<file path="src/rtl/memory_bus_arbiter_pkg.sv">
// Shared types and default sizes for the round-robin memory bus arbiter.
// Imported by the interface, the priority picker and the top.
package arb_pkg;

    localparam int DEFAULT_PROCS    = 4;
    localparam int DEFAULT_WORD     = 32;
    localparam int DEFAULT_ADDR_W   = 10;
    localparam int DEFAULT_MAX_HOLD = 16;

    localparam int GRANT_IDX_W = $clog2(DEFAULT_PROCS);
    localparam int HOLD_CNT_W  = $clog2(DEFAULT_MAX_HOLD + 1);

    typedef enum logic {
        IDLE  = 1'b0,
        GRANT = 1'b1
    } state_e;

endpackage

</file>
<file path="src/rtl/memory_bus_arbiter_if.sv">
// Processor/memory side bundle of the arbiter.
// master = arbiter view, slave = processors plus memory view.
interface memory_bus_arbiter_if
    import arb_pkg::*;
#(
    parameter int NUMBER_OF_PROCESSORS = DEFAULT_PROCS,
    parameter int WORD_SIZE            = DEFAULT_WORD,
    parameter int ADDRESS_WIDTH        = DEFAULT_ADDR_W
);
    localparam int N  = NUMBER_OF_PROCESSORS;
    localparam int DW = WORD_SIZE;
    localparam int AW = ADDRESS_WIDTH;

    logic [N-1:0]    i_Requests;
    logic [N-1:0]    o_Grants;
    logic [N*AW-1:0] i_Proc_Address;
    logic [N*DW-1:0] i_Proc_Write_Data;
    logic [N-1:0]    i_Proc_Read_Enable;
    logic [N-1:0]    i_Proc_Write_Enable;
    logic [DW-1:0]   o_Proc_Read_Data;
    logic [AW-1:0]   o_Memory_Address;
    logic [DW-1:0]   o_Memory_Write_Data;
    logic            o_Memory_Read_Enable;
    logic            o_Memory_Write_Enable;
    logic [DW-1:0]   i_Memory_Read_Data;
    logic            o_Busy;

    modport master (
        input  i_Requests, i_Proc_Address, i_Proc_Write_Data,
        input  i_Proc_Read_Enable, i_Proc_Write_Enable, i_Memory_Read_Data,
        output o_Grants, o_Proc_Read_Data, o_Memory_Address,
        output o_Memory_Write_Data, o_Memory_Read_Enable,
        output o_Memory_Write_Enable, o_Busy
    );

    modport slave (
        output i_Requests, i_Proc_Address, i_Proc_Write_Data,
        output i_Proc_Read_Enable, i_Proc_Write_Enable, i_Memory_Read_Data,
        input  o_Grants, o_Proc_Read_Data, o_Memory_Address,
        input  o_Memory_Write_Data, o_Memory_Read_Enable,
        input  o_Memory_Write_Enable, o_Busy
    );

endinterface

</file>
<file path="src/rtl/memory_bus_arbiter_picker.sv">
// Combinational round-robin pick: first set request at or after the
// pointer, wrapping modulo N.
module rr_priority_picker #(
    parameter int N  = 4,
    parameter int IW = 2
) (
    input  logic [N-1:0]  i_req,
    input  logic [IW-1:0] i_ptr,
    output logic          o_valid,
    output logic [IW-1:0] o_idx
);
    localparam logic [IW:0] NW = (IW + 1)'(N);

    logic [N-1:0]  rot;
    logic [IW-1:0] off;
    logic [IW:0]   sum;

    always_comb begin
        rot     = N'({i_req, i_req} >> i_ptr);
        o_valid = 1'b0;
        off     = '0;
        // Scan downwards so the lowest rotated offset wins.
        for (int i = N - 1; i >= 0; i--) begin
            if (rot[i]) begin
                o_valid = 1'b1;
                off     = IW'(i);
            end
        end
        sum = {1'b0, i_ptr} + {1'b0, off};
        if (sum >= NW) sum = sum - NW;
        o_idx = sum[IW-1:0];
    end

endmodule

</file>
<file path="src/rtl/memory_bus_arbiter.sv">
// Round-robin arbiter muxing N processors onto one memory port.
// Define ARB_HOLD_TIMEOUT_EN to revoke grants held MAX_HOLD cycles under contention.
module memory_bus_arbiter
    import arb_pkg::*;
#(
    parameter int NUMBER_OF_PROCESSORS = DEFAULT_PROCS,
    parameter int WORD_SIZE            = DEFAULT_WORD,
    parameter int ADDRESS_WIDTH        = DEFAULT_ADDR_W,
    parameter int MAX_HOLD             = DEFAULT_MAX_HOLD
) (
    input logic clk,
    input logic reset,
    memory_bus_arbiter_if.master bus
);
    localparam int N  = NUMBER_OF_PROCESSORS;
    localparam int DW = WORD_SIZE;
    localparam int AW = ADDRESS_WIDTH;
    localparam int IW = (N > 1) ? $clog2(N) : 1;
    localparam logic [IW-1:0] LAST = IW'(N - 1);

    state_e        state_q, state_d;
    logic [N-1:0]  grants_q, grants_d;
    logic [IW-1:0] idx_q, idx_d;
    logic [IW-1:0] ptr_q, ptr_d;
    logic          pick_valid;
    logic [IW-1:0] pick_idx;
    logic          hold_expired;

    rr_priority_picker #(.N(N), .IW(IW)) u_picker (
        .i_req   (bus.i_Requests),
        .i_ptr   (ptr_q),
        .o_valid (pick_valid),
        .o_idx   (pick_idx)
    );

`ifdef ARB_HOLD_TIMEOUT_EN
    localparam int CW = $clog2(MAX_HOLD + 1);
    localparam logic [CW-1:0] MAXC = CW'(MAX_HOLD);

    logic [CW-1:0] cnt_q, cnt_d;
    logic          others;

    // Held at zero while idle so every new grant starts a fresh count.
    always_comb begin
        cnt_d = '0;
        if (state_q == GRANT) cnt_d = (cnt_q == MAXC) ? cnt_q : cnt_q + 1'b1;
    end

    assign others       = |(bus.i_Requests & ~grants_q);
    assign hold_expired = (state_q == GRANT) && (cnt_d == MAXC) && others;
`else
    localparam int unused_max_hold = MAX_HOLD;
    assign hold_expired = 1'b0;
`endif

    always_comb begin
        state_d  = state_q;
        grants_d = grants_q;
        idx_d    = idx_q;
        ptr_d    = ptr_q;
        unique case (state_q)
            IDLE: begin
                if (pick_valid) begin
                    state_d  = GRANT;
                    idx_d    = pick_idx;
                    grants_d = N'(1) << pick_idx;
                end
            end
            GRANT: begin
                if (!bus.i_Requests[idx_q] || hold_expired) begin
                    state_d  = IDLE;
                    grants_d = '0;
                    ptr_d    = (idx_q == LAST) ? '0 : idx_q + 1'b1;
                end
            end
            default: ;
        endcase
    end

    always_ff @(posedge clk or negedge reset) begin
        if (!reset) begin
            state_q  <= IDLE;
            grants_q <= '0;
            idx_q    <= '0;
            ptr_q    <= '0;
`ifdef ARB_HOLD_TIMEOUT_EN
            cnt_q    <= '0;
`endif
        end else begin
            state_q  <= state_d;
            grants_q <= grants_d;
            idx_q    <= idx_d;
            ptr_q    <= ptr_d;
`ifdef ARB_HOLD_TIMEOUT_EN
            cnt_q    <= cnt_d;
`endif
        end
    end

    // Write enable wins over read enable on the shared port.
    always_comb begin
        bus.o_Memory_Address      = '0;
        bus.o_Memory_Write_Data   = '0;
        bus.o_Memory_Write_Enable = 1'b0;
        bus.o_Memory_Read_Enable  = 1'b0;
        for (int k = 0; k < N; k++) begin
            if (state_q == GRANT && idx_q == IW'(k)) begin
                bus.o_Memory_Address      = bus.i_Proc_Address[k*AW +: AW];
                bus.o_Memory_Write_Data   = bus.i_Proc_Write_Data[k*DW +: DW];
                bus.o_Memory_Write_Enable = bus.i_Proc_Write_Enable[k];
                bus.o_Memory_Read_Enable  = bus.i_Proc_Read_Enable[k]
                                          & ~bus.i_Proc_Write_Enable[k];
            end
        end
    end

    assign bus.o_Grants         = grants_q;
    assign bus.o_Busy           = (state_q == GRANT);
    assign bus.o_Proc_Read_Data = bus.i_Memory_Read_Data;

endmodule

</file>
<file path="src/flat_wrapper.sv">
// flat-port wrapper written by rule: the top's interface ports become plain ports
module memory_bus_arbiter_flat import arb_pkg::*;
#(
    parameter int NUMBER_OF_PROCESSORS = DEFAULT_PROCS,
    parameter int WORD_SIZE            = DEFAULT_WORD,
    parameter int ADDRESS_WIDTH        = DEFAULT_ADDR_W,
    parameter int MAX_HOLD             = DEFAULT_MAX_HOLD
)
  (clk, reset, bus_i_Requests, bus_i_Proc_Address, bus_i_Proc_Write_Data, bus_i_Proc_Read_Enable, bus_i_Proc_Write_Enable, bus_i_Memory_Read_Data, bus_o_Grants, bus_o_Proc_Read_Data, bus_o_Memory_Address, bus_o_Memory_Write_Data, bus_o_Memory_Read_Enable, bus_o_Memory_Write_Enable, bus_o_Busy);
  memory_bus_arbiter_if #(.NUMBER_OF_PROCESSORS(NUMBER_OF_PROCESSORS), .WORD_SIZE(WORD_SIZE), .ADDRESS_WIDTH(ADDRESS_WIDTH)) bus_i ();
  input logic clk;
  input logic reset;
  input wire logic [$bits(bus_i.i_Requests)-1:0] bus_i_Requests;
  input wire logic [$bits(bus_i.i_Proc_Address)-1:0] bus_i_Proc_Address;
  input wire logic [$bits(bus_i.i_Proc_Write_Data)-1:0] bus_i_Proc_Write_Data;
  input wire logic [$bits(bus_i.i_Proc_Read_Enable)-1:0] bus_i_Proc_Read_Enable;
  input wire logic [$bits(bus_i.i_Proc_Write_Enable)-1:0] bus_i_Proc_Write_Enable;
  input wire logic [$bits(bus_i.i_Memory_Read_Data)-1:0] bus_i_Memory_Read_Data;
  output wire logic [$bits(bus_i.o_Grants)-1:0] bus_o_Grants;
  output wire logic [$bits(bus_i.o_Proc_Read_Data)-1:0] bus_o_Proc_Read_Data;
  output wire logic [$bits(bus_i.o_Memory_Address)-1:0] bus_o_Memory_Address;
  output wire logic [$bits(bus_i.o_Memory_Write_Data)-1:0] bus_o_Memory_Write_Data;
  output wire logic [$bits(bus_i.o_Memory_Read_Enable)-1:0] bus_o_Memory_Read_Enable;
  output wire logic [$bits(bus_i.o_Memory_Write_Enable)-1:0] bus_o_Memory_Write_Enable;
  output wire logic [$bits(bus_i.o_Busy)-1:0] bus_o_Busy;
  assign bus_i.i_Requests = bus_i_Requests;
  assign bus_i.i_Proc_Address = bus_i_Proc_Address;
  assign bus_i.i_Proc_Write_Data = bus_i_Proc_Write_Data;
  assign bus_i.i_Proc_Read_Enable = bus_i_Proc_Read_Enable;
  assign bus_i.i_Proc_Write_Enable = bus_i_Proc_Write_Enable;
  assign bus_i.i_Memory_Read_Data = bus_i_Memory_Read_Data;
  assign bus_o_Grants = bus_i.o_Grants;
  assign bus_o_Proc_Read_Data = bus_i.o_Proc_Read_Data;
  assign bus_o_Memory_Address = bus_i.o_Memory_Address;
  assign bus_o_Memory_Write_Data = bus_i.o_Memory_Write_Data;
  assign bus_o_Memory_Read_Enable = bus_i.o_Memory_Read_Enable;
  assign bus_o_Memory_Write_Enable = bus_i.o_Memory_Write_Enable;
  assign bus_o_Busy = bus_i.o_Busy;
  memory_bus_arbiter #(.NUMBER_OF_PROCESSORS(NUMBER_OF_PROCESSORS), .WORD_SIZE(WORD_SIZE), .ADDRESS_WIDTH(ADDRESS_WIDTH), .MAX_HOLD(MAX_HOLD)) u_core (.clk(clk), .reset(reset), .bus(bus_i));
endmodule
</file>
<file path="config.mk">
export PLATFORM = sky130hd
export DESIGN_NAME = memory_bus_arbiter_flat
export DESIGN_NICKNAME = d
export VERILOG_FILES = /design/src/rtl/memory_bus_arbiter_pkg.sv /design/src/rtl/memory_bus_arbiter_if.sv /design/src/rtl/memory_bus_arbiter_picker.sv /design/src/rtl/memory_bus_arbiter.sv /design/src/flat_wrapper.sv
export SDC_FILE = /design/constraint.sdc
export NUM_CORES = 1
export LEC_CHECK = 0
export BUFFER_PORTS_ARGS = -buffer_cell sky130_fd_sc_hd__buf_2
export CAP_MARGIN = 25
export CORE_AREA = 2 2 116 118
export CTS_CLUSTER_DIAMETER = 50
export DETAILED_ROUTE_END_ITERATION = 12
export DIE_AREA = 0 0 118 120
export PLACE_DENSITY = 0.6
export SLEW_MARGIN = 20
export SYNTH_ARGS = -nofsm -noshare
export SYNTH_HDL_FRONTEND = slang
export SYNTH_SLANG_ARGS = --single-unit
export TNS_END_PERCENT = 10
</file>
<file path="constraint.sdc">
create_clock -name clk -period 1.8 [get_ports clk]
set_input_delay 0.36 -clock clk [delete_from_list [all_inputs] [get_ports clk]]
set_output_delay 0.36 -clock clk [all_outputs]
set_load 0.01 [all_outputs]
</file>
# Word level (Yosys, flattened, before mapping)
# Cells that the tools add are included.
dict set report totals {
  ff_bits 9
  output_inout_bits 81
  inputBits 214
  elab_cells 68
}
dict set report classes {
  eq_ne 5
  add_sub_neg 3
  n_lt_le_gt_ge 2
  reduce_logical 8
  mux 34
  shift 2
  n_bitwise 10
}
# cell count
set op_table {}
lappend op_table {{$mux W32} 4}
lappend op_table {{$mux W10} 4}
lappend op_table {{$mux W1} 15}
lappend op_table {{$mux W2} 6}
lappend op_table {{$mux W4} 2}
lappend op_table {{$pmux W4 S2} 1}
lappend op_table {{$shr A8 B2 Y4} 1}
lappend op_table {{$not A1 Y1} 6}
lappend op_table {{$reduce_and A2 Y1} 3}
lappend op_table {{$and A1 B1 Y1} 4}
lappend op_table {{$eq A2 B2 Y1 const B} 2}
lappend op_table {{$logic_and A1 B1 Y1} 4}
lappend op_table {{$shl A1 B2 Y4 const A} 1}
lappend op_table {{$add A2 B2 Y3} 1}
lappend op_table {{$ge A3 B3 Y1 const B} 1}
lappend op_table {{$lt A2 B3 Y1 const B} 1}
lappend op_table {{$add A2 B1 Y2 const B} 1}
lappend op_table {{$bmux W1 S2} 1}
lappend op_table {{$eq A2 B1 Y1 const B} 1}
lappend op_table {{$logic_not A2 Y1} 1}
lappend op_table {{$ne A2 B1 Y1 const B} 1}
lappend op_table {{$ne A2 B2 Y1 const B} 1}
lappend op_table {{$pmux W1 S2} 1}
lappend op_table {{$sub A2 B1 Y2 const B} 1}

# Longest topological paths before layout
# Gate-level depths: netlist of the first run.
dict set report depth {
  depth_word 11
  depth_mapped 9
  mapped_depth_nobuf 9
}

# Modules after synthesis
# From an unflattened synthesis of the first run, not the netlist that was laid out.
dict set report unflattened {
  cells_unflattened 407
  hier_area_um2 2686.3
}
# module seq_area_each_um2 area_per_inst_um2 instances cells_each
set modules_own_cells {}
lappend modules_own_cells {memory_bus_arbiter 225.2 2506.2 1 384}
lappend modules_own_cells {rr_priority_picker 0.0 180.2 1 23}

# Worst setup path before layout of the first run
# Ideal clock, no wire load.
dict set report synth_timing {
  kind {register -> output}
  from {register u_core.idx_q[1]}
  to {output port bus_o_Memory_Address[0]}
  arrival_ns 1.722
  slack_ns -0.282
  n_path_buf 2
  required_ns 1.440
  stages_incl_launch_ff 9
  path_cell_list {dfrtp_1 -> inv_1 -> ha_1 -> and2_1 -> buf_2 -> clkbuf_1 -> a221o_1 -> o21ai_0 -> o21ai_0}
}
dict set report synth_via {
  elab_chain_cells 6
  elab_cells_between_ends 12
  cone_classes {eq/ne (3); mux (4); reduce/logical (5)}
}
# item line_no
set synth_lines {}
lappend synth_lines {{from (decl)} memory_bus_arbiter.sv:23} ;# logic [IW-1:0] idx_q, idx_d;
lappend synth_lines {{from (signal assigned)} memory_bus_arbiter.sv:92} ;# idx_q <= idx_d;
lappend synth_lines {{$logic_not A2 Y1} memory_bus_arbiter.sv:107} ;# if (state_q == GRANT && idx_q == IW'(k)) begin
lappend synth_lines {{$logic_and A1 B1 Y1} memory_bus_arbiter.sv:107}
lappend synth_lines {{$mux W10 (3 in series)} memory_bus_arbiter.sv:107}
lappend synth_lines {{$mux W10 (*)} memory_bus_arbiter.sv:107}
lappend synth_lines {{to (decl)} flat_wrapper.sv:21} ;# output wire logic [$bits(bus_i.o_Memory_Address)-1:0] bus_o_Memory_Address;
# Every way passes the cells marked *; elsewhere a longest branch is shown, timed or not.

# Worst setup path after layout of the first run
dict set report layout_timing {
  from {register u_core.idx_q[0]}
  to {output port bus_o_Memory_Write_Data[31]}
}
dict set report layout_via {
  elab_chain_cells 6
  elab_cells_between_ends 12
  cone_classes {eq/ne (3); mux (4); reduce/logical (5)}
}
# item line_no
set layout_lines {}
lappend layout_lines {{$logic_not A2 Y1} memory_bus_arbiter.sv:107}
lappend layout_lines {{$logic_and A1 B1 Y1} memory_bus_arbiter.sv:107}
lappend layout_lines {{$mux W32 (3 in series)} memory_bus_arbiter.sv:107}
lappend layout_lines {{$mux W32 (*)} memory_bus_arbiter.sv:107}
lappend layout_lines {{to (decl)} flat_wrapper.sv:22} ;# output wire logic [$bits(bus_i.o_Memory_Write_Data)-1:0] bus_o_Memory_Write_Data;
# Marked as above.

==> impl_results.md, run 1 <==
* Result of the run: complete, but fails checks
* Violated checks: negative setup slack
* Via total after detailed routing at 3,124
* Horizontal die dimension at 118 um
* Design internal power at 0.00346 W
* Max-cap check violation count at 0
* Timing endpoint of the critical path: bus_o_Memory_Write_Data[31]
* Average wire per cell in the routed design at 16.1 um
* Tightest Pin Transition at 0.589 ns
* Kind of launch point of the worst setup path: register
* Post-synth top area cell: sky130_fd_sc_hd__o21ai_0
* Crit path required time at 1.44 ns
* I/O pins at 295
* Setup Viol. Count Final at 46
* Number of stages on the worst hold path at 1
* Post-detailed-routing wire length at 11.2 mm
* Total design power at 0.00663 W
* Starting density of the core at 0.160
* Setup repair after global routing missed its margin: true
* Root buf cell: sky130_fd_sc_hd__clkbuf_16
* Highest fanout seen on the critical path at 21
* Combinational Power Share at 0.885
* Share of the synthesized area in the top cell type at 0.222
* Number of buffer cells added on primary ports at 230
* Routability cong. at 0.849
* Leading cell type by number of instances after synthesis: sky130_fd_sc_hd__o21ai_0
* Count of H-tree levels built during CTS at 1
* Critical R2R Capture: u_core.bus.o_Grants[1]$_DFFE_PN0P_
* Launching element of the worst setup path: u_core.idx_q[0]$_DFFE_PN0P_
* TritonCTS Sinks at 9
* Post-route core utilization at 0.290
* Post-synthesis instance total at 308
* Clk_lat worst skew at 0.23 ns
* Die Y-Extent at 120 um
* Worst hold path type: reg2reg
* Proportion of total power due to net switching at 0.479
* Peak clock frequency supported by timing at 443 MHz
* Remaining global-route overflow at 0
* Main synth FF type: sky130_fd_sc_hd__dfrtp_1
* Drt first-iter violations at 156
* Number of nets still failing antenna checks after routing at 0
* Final critical-path required period at 2.26 ns
* Post-synth EDFFs at 0
* Top cell types by occurrence after synthesis: 92 x sky130_fd_sc_hd__o21ai_0, 52 x sky130_fd_sc_hd__nand2_1, 43 x sky130_fd_sc_hd__a221o_1
* Distinct cell type count of the synthesized netlist at 37
* Worst endpoint data arrival time at 1.90 ns
* Ant. Diodes at 0
* Remaining routing DRC violations at 0
* Count of cells along the worst register-to-register path at 8
* Category of the worst setup path capture point: output port
* Power per Cell Area at 1760 mW/mm2
* R2R Setup Slk at -0.01 ns
* Portion of the post-synthesis area used by sequential elements at 0.109
* Switching component of the power at 0.00318 W
* Number of buffers added by the clock tree synthesis step at 3
* Register clock-pin slew on the reported worst setup and hold paths at 0.04 ns
* Syn_area_per_cell at 6.73 um2
* Clock buffer depth at 2
* Detailed placement HPWL at 9.11 mm
* Netlist Area Pre-Place at 0.00207 mm2
* Drt pass-1 iters at 5
* Synth Register Bits at 9
* Type of the worst setup path: reg2out
* Area growth, synth to finish at 81.8%
* Static Leakage at 1.87 nW
* Slack of the critical path at -0.459 ns
* Vias in the first global route at 2,927
* Total core area at 0.0130 mm2
* Number of antenna violations at the first check in global routing at 0
* Proportion of synthesized flip-flops having asynchronous set or reset at 1.00
* Aggregate global-route resource usage at 0.142
* Placement row count at 42
* Worst relative slew slack at 0.607
* Post-synthesis net count at 527
* Worst-case vdd ir drop at 0.000968 V
* Total Nets Final at 741
* Worst clock skew at 0.000478 ns
* Clock tree from TritonCTS: built
* Wire length of the first global-routing pass at 16.1 mm
* Pin count of the biggest net entering global routing at 45
* R2r startpoint: u_core.ptr_q[0]$_DFFE_PN0P_
* Synth warn at 0
* Final clock period utilization by the worst path at 1.26
* Hold Fails Final Rpt at 0
* Sequential power share at 0.055
* Fin. max-slew vios at 0
* Die area at 0.0142 mm2
* Top cells by area in the synthesized netlist: sky130_fd_sc_hd__o21ai_0 22%, sky130_fd_sc_hd__a221o_1 21%, sky130_fd_sc_hd__buf_4 12%
* Clock network fraction of design power at 0.060
* Avg Vias per Cell at 4.48
* Share of layout cells above drive strength 1 at 0.580
power by group through the flow:
stage | registers, W | logic, W | clock network, W
final | 0.000367 | 0.00587 | 0.000395
after global routing | 0.000374 | 0.00639 | 0.000416
after CTS | 0.000361 | 0.00575 | 0.000400
after detailed placement | 0.000360 | 0.00528 | 0
after global placement | 0.000362 | 0.00527 | 0
after floorplan | 0.000353 | 0.00327 | 0
critical path, cell delays in order (launching register included):
cell and delay (ns):
sky130_fd_sc_hd__dfrtp_1 0.39, sky130_fd_sc_hd__buf_6 0.13, sky130_fd_sc_hd__ha_4 0.16, sky130_fd_sc_hd__and2_4 0.16
sky130_fd_sc_hd__buf_12 0.15, sky130_fd_sc_hd__a221o_1 0.28, sky130_fd_sc_hd__o21ai_0 0.08, sky130_fd_sc_hd__o21ai_1 0.13
sky130_fd_sc_hd__buf_2 0.16
cells in the final DEF, fill, tap and decap left out, types with 2 or more instances in the layout:
cell	n
sky130_fd_sc_hd__and2_4	3
sky130_fd_sc_hd__dfrtp_1	8
sky130_fd_sc_hd__a32o_1	2
sky130_fd_sc_hd__a221o_1	43
sky130_fd_sc_hd__nor2_1	5
sky130_fd_sc_hd__o21ai_2	9
sky130_fd_sc_hd__buf_2	230
sky130_fd_sc_hd__nand2_1	51
sky130_fd_sc_hd__nand2b_1	2
sky130_fd_sc_hd__o21ai_0	24
sky130_fd_sc_hd__o21ai_1	60
sky130_fd_sc_hd__inv_2	2
sky130_fd_sc_hd__buf_12	10
sky130_fd_sc_hd__a21oi_1	2
sky130_fd_sc_hd__ha_4	2
sky130_fd_sc_hd__clkbuf_16	4
sky130_fd_sc_hd__buf_4	26
sky130_fd_sc_hd__xnor2_2	2
sky130_fd_sc_hd__ha_1	3
sky130_fd_sc_hd__buf_6	2
sky130_fd_sc_hd__nand3b_1	3
kinds of logic after synthesis:
group                      count (synthesis)  share of synthesized area
AOI/OAI and AO/OA                        149                      0.486
xor gates and xnor gates                   2                     0.0121
adders and majority gates                  5                     0.0302
buffers and inverters                     66                      0.184
DFF                                        9                      0.109
muxes                                      3                     0.0211
and+or+nand+nor                           74                      0.158
final cells by class:
class | count | area, um2
repair buffers | 272 | 1660
inverters | 3 | 11.3
multi-input cells | 233 | 1570
fillers | 1449 | 9210
well taps | 176 | 220
clock buffers | 4 | 78.8
flip-flops and latches | 9 | 226
per-layer routing:
metal  global-route usage  wire length, um
met5                    0                0
met4              0.00678               27
met3               0.0285              845
met2                0.241             5410
met1                0.194             4910
worst min-delay path by stage:
stage          slack [ns]                            endpoint                                from
6_report             0.49  u_core.bus.o_Grants[0]$_DFFE_PN0P_  u_core.bus.o_Grants[0]$_DFFE_PN0P_
5_1_grt              0.52  u_core.bus.o_Grants[1]$_DFFE_PN0P_  u_core.bus.o_Grants[1]$_DFFE_PN0P_
4_1_cts              0.49  u_core.bus.o_Grants[0]$_DFFE_PN0P_  u_core.bus.o_Grants[0]$_DFFE_PN0P_
3_5_place_dp         0.22  u_core.bus.o_Grants[2]$_DFFE_PN0P_                               reset
3_3_place_gp         0.22  u_core.bus.o_Grants[1]$_DFFE_PN0P_                               reset
2_1_floorplan        0.06         u_core.bus.o_Busy$_DFF_PN0_                               reset
repair_timing:
item | 4_1_cts | 5_1_grt
endpoints found under the setup margin | 47 | 50
pin swaps | 10 | 20
buffers inserted | 5 | 1
cloned | 2 | 1
resized for setup | 30 | 19
endpoints found under the hold margin | 9 | 0
hold buffers | 1 | 0
flip-flops by register name (all words and copies together) (netlist names):
name,count
u_core.bus.o_Busy,1
u_core.bus.o_Grants,4
u_core.idx_q,2
u_core.ptr_q,2
through the flow:
step / hold slack (ns) / cells / area, um2 / worst slack (ns) / setup TNS, ns
after floorplan: 0.0644 / 308 / 2170 / -0.0753 / -2.82
after global placement: 0.217 / 683 / 3450 / -0.234 / -7.60
after detailed placement: 0.225 / 683 / 3450 / -0.268 / -9.08
after CTS: 0.493 / 695 / 3710 / -0.471 / -18.45
after global routing: 0.522 / 697 / 3770 / -0.561 / -22.68
final: 0.491 / 697 / 3770 / -0.459 / -18.08
No activity file was read; power rests on OpenSTA's default activity.
==> inputs of run 2 (changes only) <==
--- a/config.mk
+++ b/config.mk
@@ -12,5 +12,5 @@
 export DETAILED_ROUTE_END_ITERATION = 12
 export DIE_AREA = 0 0 118 120
-export PLACE_DENSITY = 0.6
+export PLACE_DENSITY = 0.59
 export SLEW_MARGIN = 20
 export SYNTH_ARGS = -nofsm -noshare
==> constraint.sdc (replaced) <==
create_clock -name clk -period 1.8 [get_ports clk]
set_input_delay 0.27 -clock clk [delete_from_list [all_inputs] [get_ports clk]]
set_output_delay 0.27 -clock clk [all_outputs]
set_load 0.01 [all_outputs]
==> run 2 against run 1 <==
  * The flow still finishes with violations (negative setup slack)
  * Combinational power up 2%
  * First-iteration DRC count up 74%
  * Critical path depth up 2
  * Sequential share of layout area about the same
  * Final area up 0.93%
  * Critical path type unchanged
==> impl_results.md, run 2 (synthesis results as in run 1) <==
* Result of the run: complete, but fails checks (unchanged)
* Violated checks: negative setup slack (unchanged)
* Number of antenna violations at the first check in global routing at 0 (unchanged)
* Worst clock skew at 0.000289 ns (was 0.000478 ns)
* Worst relative slew slack at 0.779 (was 0.607)
* Storage element area at 228 um2 (was 226 um2)
* Tightest Pin Transition at 0.326 ns (was 0.589 ns)
* Proportion of total power due to net switching at 0.484 (was 0.479)
* Filler cell count in the final layout at 1,458 (was 1,449)
* Area growth, synth to finish at 83.5% (was 81.8%)
* Most frequent cells in the layout: 230 x sky130_fd_sc_hd__buf_2, 59 x sky130_fd_sc_hd__o21ai_1, 51 x sky130_fd_sc_hd__nand2_1 (was 230 x sky130_fd_sc_hd__buf_2, 60 x sky130_fd_sc_hd__o21ai_1, 51 x sky130_fd_sc_hd__nand2_1)
* Max stage delay cell, worst path: sky130_fd_sc_hd__dfrtp_2 (was sky130_fd_sc_hd__dfrtp_1)
* Placement row count at 42 (unchanged)
* Peak clock frequency supported by timing at 451 MHz (was 443 MHz)
* Total Nets Final at 747 (was 741)
* Clk_lat worst skew at 0.23 ns (about the same)
* Remaining global-route overflow at 0 (unchanged)
* Design internal power at 0.00348 W (was 0.00346 W)
* Number of nets still failing antenna checks after routing at 0 (unchanged)
* Type of the worst setup path: reg2out (unchanged)
* Ant. Diodes at 0 (unchanged)
* Worst endpoint data arrival time at 1.95 ns (was 1.90 ns)
* Clock network fraction of design power at 0.057 (was 0.060)
* Area of the multi-input gates at 0.00155 mm2 (was 0.00157 mm2)
* Remaining routing DRC violations at 0 (unchanged)
* Power per Cell Area at 1770 mW/mm2 (was 1760 mW/mm2)
* Critical Path, Cell by Cell: inv_2, ha_4, nand2_4, nor2_4, buf_6, buf_12, a221o_1, o21ai_1, o21ai_1, buf_2 (was buf_6, ha_4, and2_4, buf_12, a221o_1, o21ai_0, o21ai_1, buf_2)
* Aggregate global-route resource usage at 0.145 (was 0.142)
* Setup Viol. Count Final at 45 (was 46)
* Worst-case vdd ir drop at 0.00102 V (was 0.000968 V)
* Detailed placement HPWL at 9.45 mm (was 9.11 mm)
* Placed inst area at 0.00350 mm2 (was 0.00345 mm2)
* Drt pass-1 iters at 5 (unchanged)
* Die Y-Extent at 120 um (unchanged)
* Combinational Power Share at 0.886 (was 0.885)
* Max FFs per register at 4 (unchanged)
* Vias in the first global route at 2,957 (was 2,927)
* Clock tree from TritonCTS: built (unchanged)
* Post-detailed-routing wire length at 11.9 mm (was 11.2 mm)
* Kind of launch point of the worst setup path: register (unchanged)
* Root buf cell: sky130_fd_sc_hd__clkbuf_16 (unchanged)
* Fin. max-slew vios at 0 (unchanged)
* Post-layout instance area at 0.00380 mm2 (was 0.00377 mm2)
* Pin count of the biggest net entering global routing at 44 (was 45)
* Highest fanout seen on the critical path at 6 (was 21)
* I/O pins at 295 (unchanged)
* Via total after detailed routing at 3,205 (was 3,124)
* Clock buffer depth at 2 (unchanged)
* Category of the worst setup path capture point: output port (unchanged)
* Register clock-pin slew on the reported worst setup and hold paths at 0.04 ns (about the same)
* Final clock period utilization by the worst path at 1.23 (was 1.26)
* Avg Vias per Cell at 4.56 (was 4.48)
* Crit path required time at 1.53 ns (was 1.44 ns)
* Slack of the critical path at -0.415 ns (was -0.459 ns)
* Static Leakage at 1.88 nW (was 1.87 nW)
* Max-cap check violation count at 0 (unchanged)
* Hold Fails Final Rpt at 0 (unchanged)
* Average wire per cell in the routed design at 16.9 um (was 16.1 um)
* Setup repair after global routing missed its margin: true (unchanged)
* Worst setup timing slack at the placement stage at -0.212 ns (was -0.268 ns)
* Share of layout cells above drive strength 1 at 0.583 (was 0.580)
* Switching component of the power at 0.00327 W (was 0.00318 W)
* Most common cell after layout, fill and taps aside: sky130_fd_sc_hd__buf_2 (unchanged)
* Sequential power share at 0.056 (was 0.055)
* Number of buffers added by the clock tree synthesis step at 3 (unchanged)
* Number of buffer cells added on primary ports at 230 (unchanged)
* Cell mode on critical path: sky130_fd_sc_hd__o21ai_1
* Die area at 0.0142 mm2 (unchanged)
* Routability cong. at 0.776 (was 0.849)
* Peak per-stage delay on the critical path at 0.43 ns (was 0.39 ns)
* Starting density of the core at 0.160 (unchanged)
* Horizontal die dimension at 118 um (unchanged)
* Total core area at 0.0130 mm2 (unchanged)
* Final critical-path required period at 2.22 ns (was 2.26 ns)
* Drt first-iter violations at 271 (was 156)
* Worst hold path type: in2async (was reg2reg)
* Wire length of the first global-routing pass at 16.4 mm (was 16.1 mm)
* TritonCTS Sinks at 9 (unchanged)
* Count of H-tree levels built during CTS at 1 (unchanged)
-- run 2: changes by cell type in the layout (fill, tap and decap cells not counted), sizes merged --
cell and change:
buf +4, bufbuf -1, clkbuf +3
-- run 2: area by class of cell --
type                    count  share of cell area
well taps                 176              0.0579
repair buffers            278               0.450
clock buffers               4              0.0207
inverters                   3             0.00296
multi-input cells         233               0.408
flip-flops and latches      9              0.0599
-- run 2: final timing paths --
path                                                    start                                  to  slack (ns)  depth (start not counted)
max                               u_core.idx_q[0]$_DFFE_PN0P_             bus_o_Memory_Address[9]       -0.42                         10
min                                                     reset  u_core.bus.o_Grants[0]$_DFFE_PN0P_        0.42                          2
max reg2reg                       u_core.ptr_q[0]$_DFFE_PN0P_  u_core.bus.o_Grants[0]$_DFFE_PN0P_           0                          8
min reg2reg                u_core.bus.o_Grants[2]$_DFFE_PN0P_  u_core.bus.o_Grants[2]$_DFFE_PN0P_        0.48                          2
max in group asynchronous                               reset         u_core.ptr_q[0]$_DFFE_PN0P_        1.19                          2
min in group clk           u_core.bus.o_Grants[2]$_DFFE_PN0P_  u_core.bus.o_Grants[2]$_DFFE_PN0P_        0.48                          2
-- run 2: what timing repair did --
item,CTS,global route
gates cloned,0,4
endpoints found under the hold margin,9,0
endpoints found under the setup margin,49,49
setup buffers,0,5
hold buffers,1,0
pin swaps,4,25
gates resized for setup,8,32
-- run 2: critical path, delay by kind of cell, from the launching register on --
| kind | cells | cell delay, ns |
|---|---|---|
| simple gates | 2 | 0.19 |
| buf+inv | 4 | 0.54 |
| compound gates | 3 | 0.40 |
| flops | 1 | 0.43 |
| fa+ha+maj | 1 | 0.15 |
-- run 2: power groups by stage --
stage | combinational (W) | clock, W | sequential [W]
finish | 0.00598 | 0.000387 | 0.000381
global route | 0.00651 | 0.000404 | 0.000397
CTS | 0.00553 | 0.000389 | 0.000369
detailed placement | 0.00545 | 0 | 0.000367
global placement | 0.00547 | 0 | 0.000367
floorplan | 0.00322 | 0 | 0.000357
-- run 2: routing by layer --
metal / routed length, um / vias up / global-route usage
met5: 0 / - / 0
met2: 5680 / 191 / 0.242
met4: 230 / 0 / 0.0286
met3: 1080 / 6 / 0.0356
li1: - / 1581 / -
met1: 4900 / 1427 / 0.189
-- run 2: metrics by stage --
step / utilization / power [W] / setup TNS (ns) / hold WS, ns / std cells
after global placement: 0.269 / 0.00584 / -3.41 / 0.127 / 689
final: 0.293 / 0.00675 / -15.89 / 0.417 / 703
after floorplan: - / 0.00358 / -0.00368 / -0.0256 / 308
after global routing: 0.293 / 0.00731 / -20.72 / 0.450 / 703
after CTS: 0.277 / 0.00629 / -14.81 / 0.417 / 694
after detailed placement: 0.269 / 0.00582 / -4.15 / 0.127 / 689
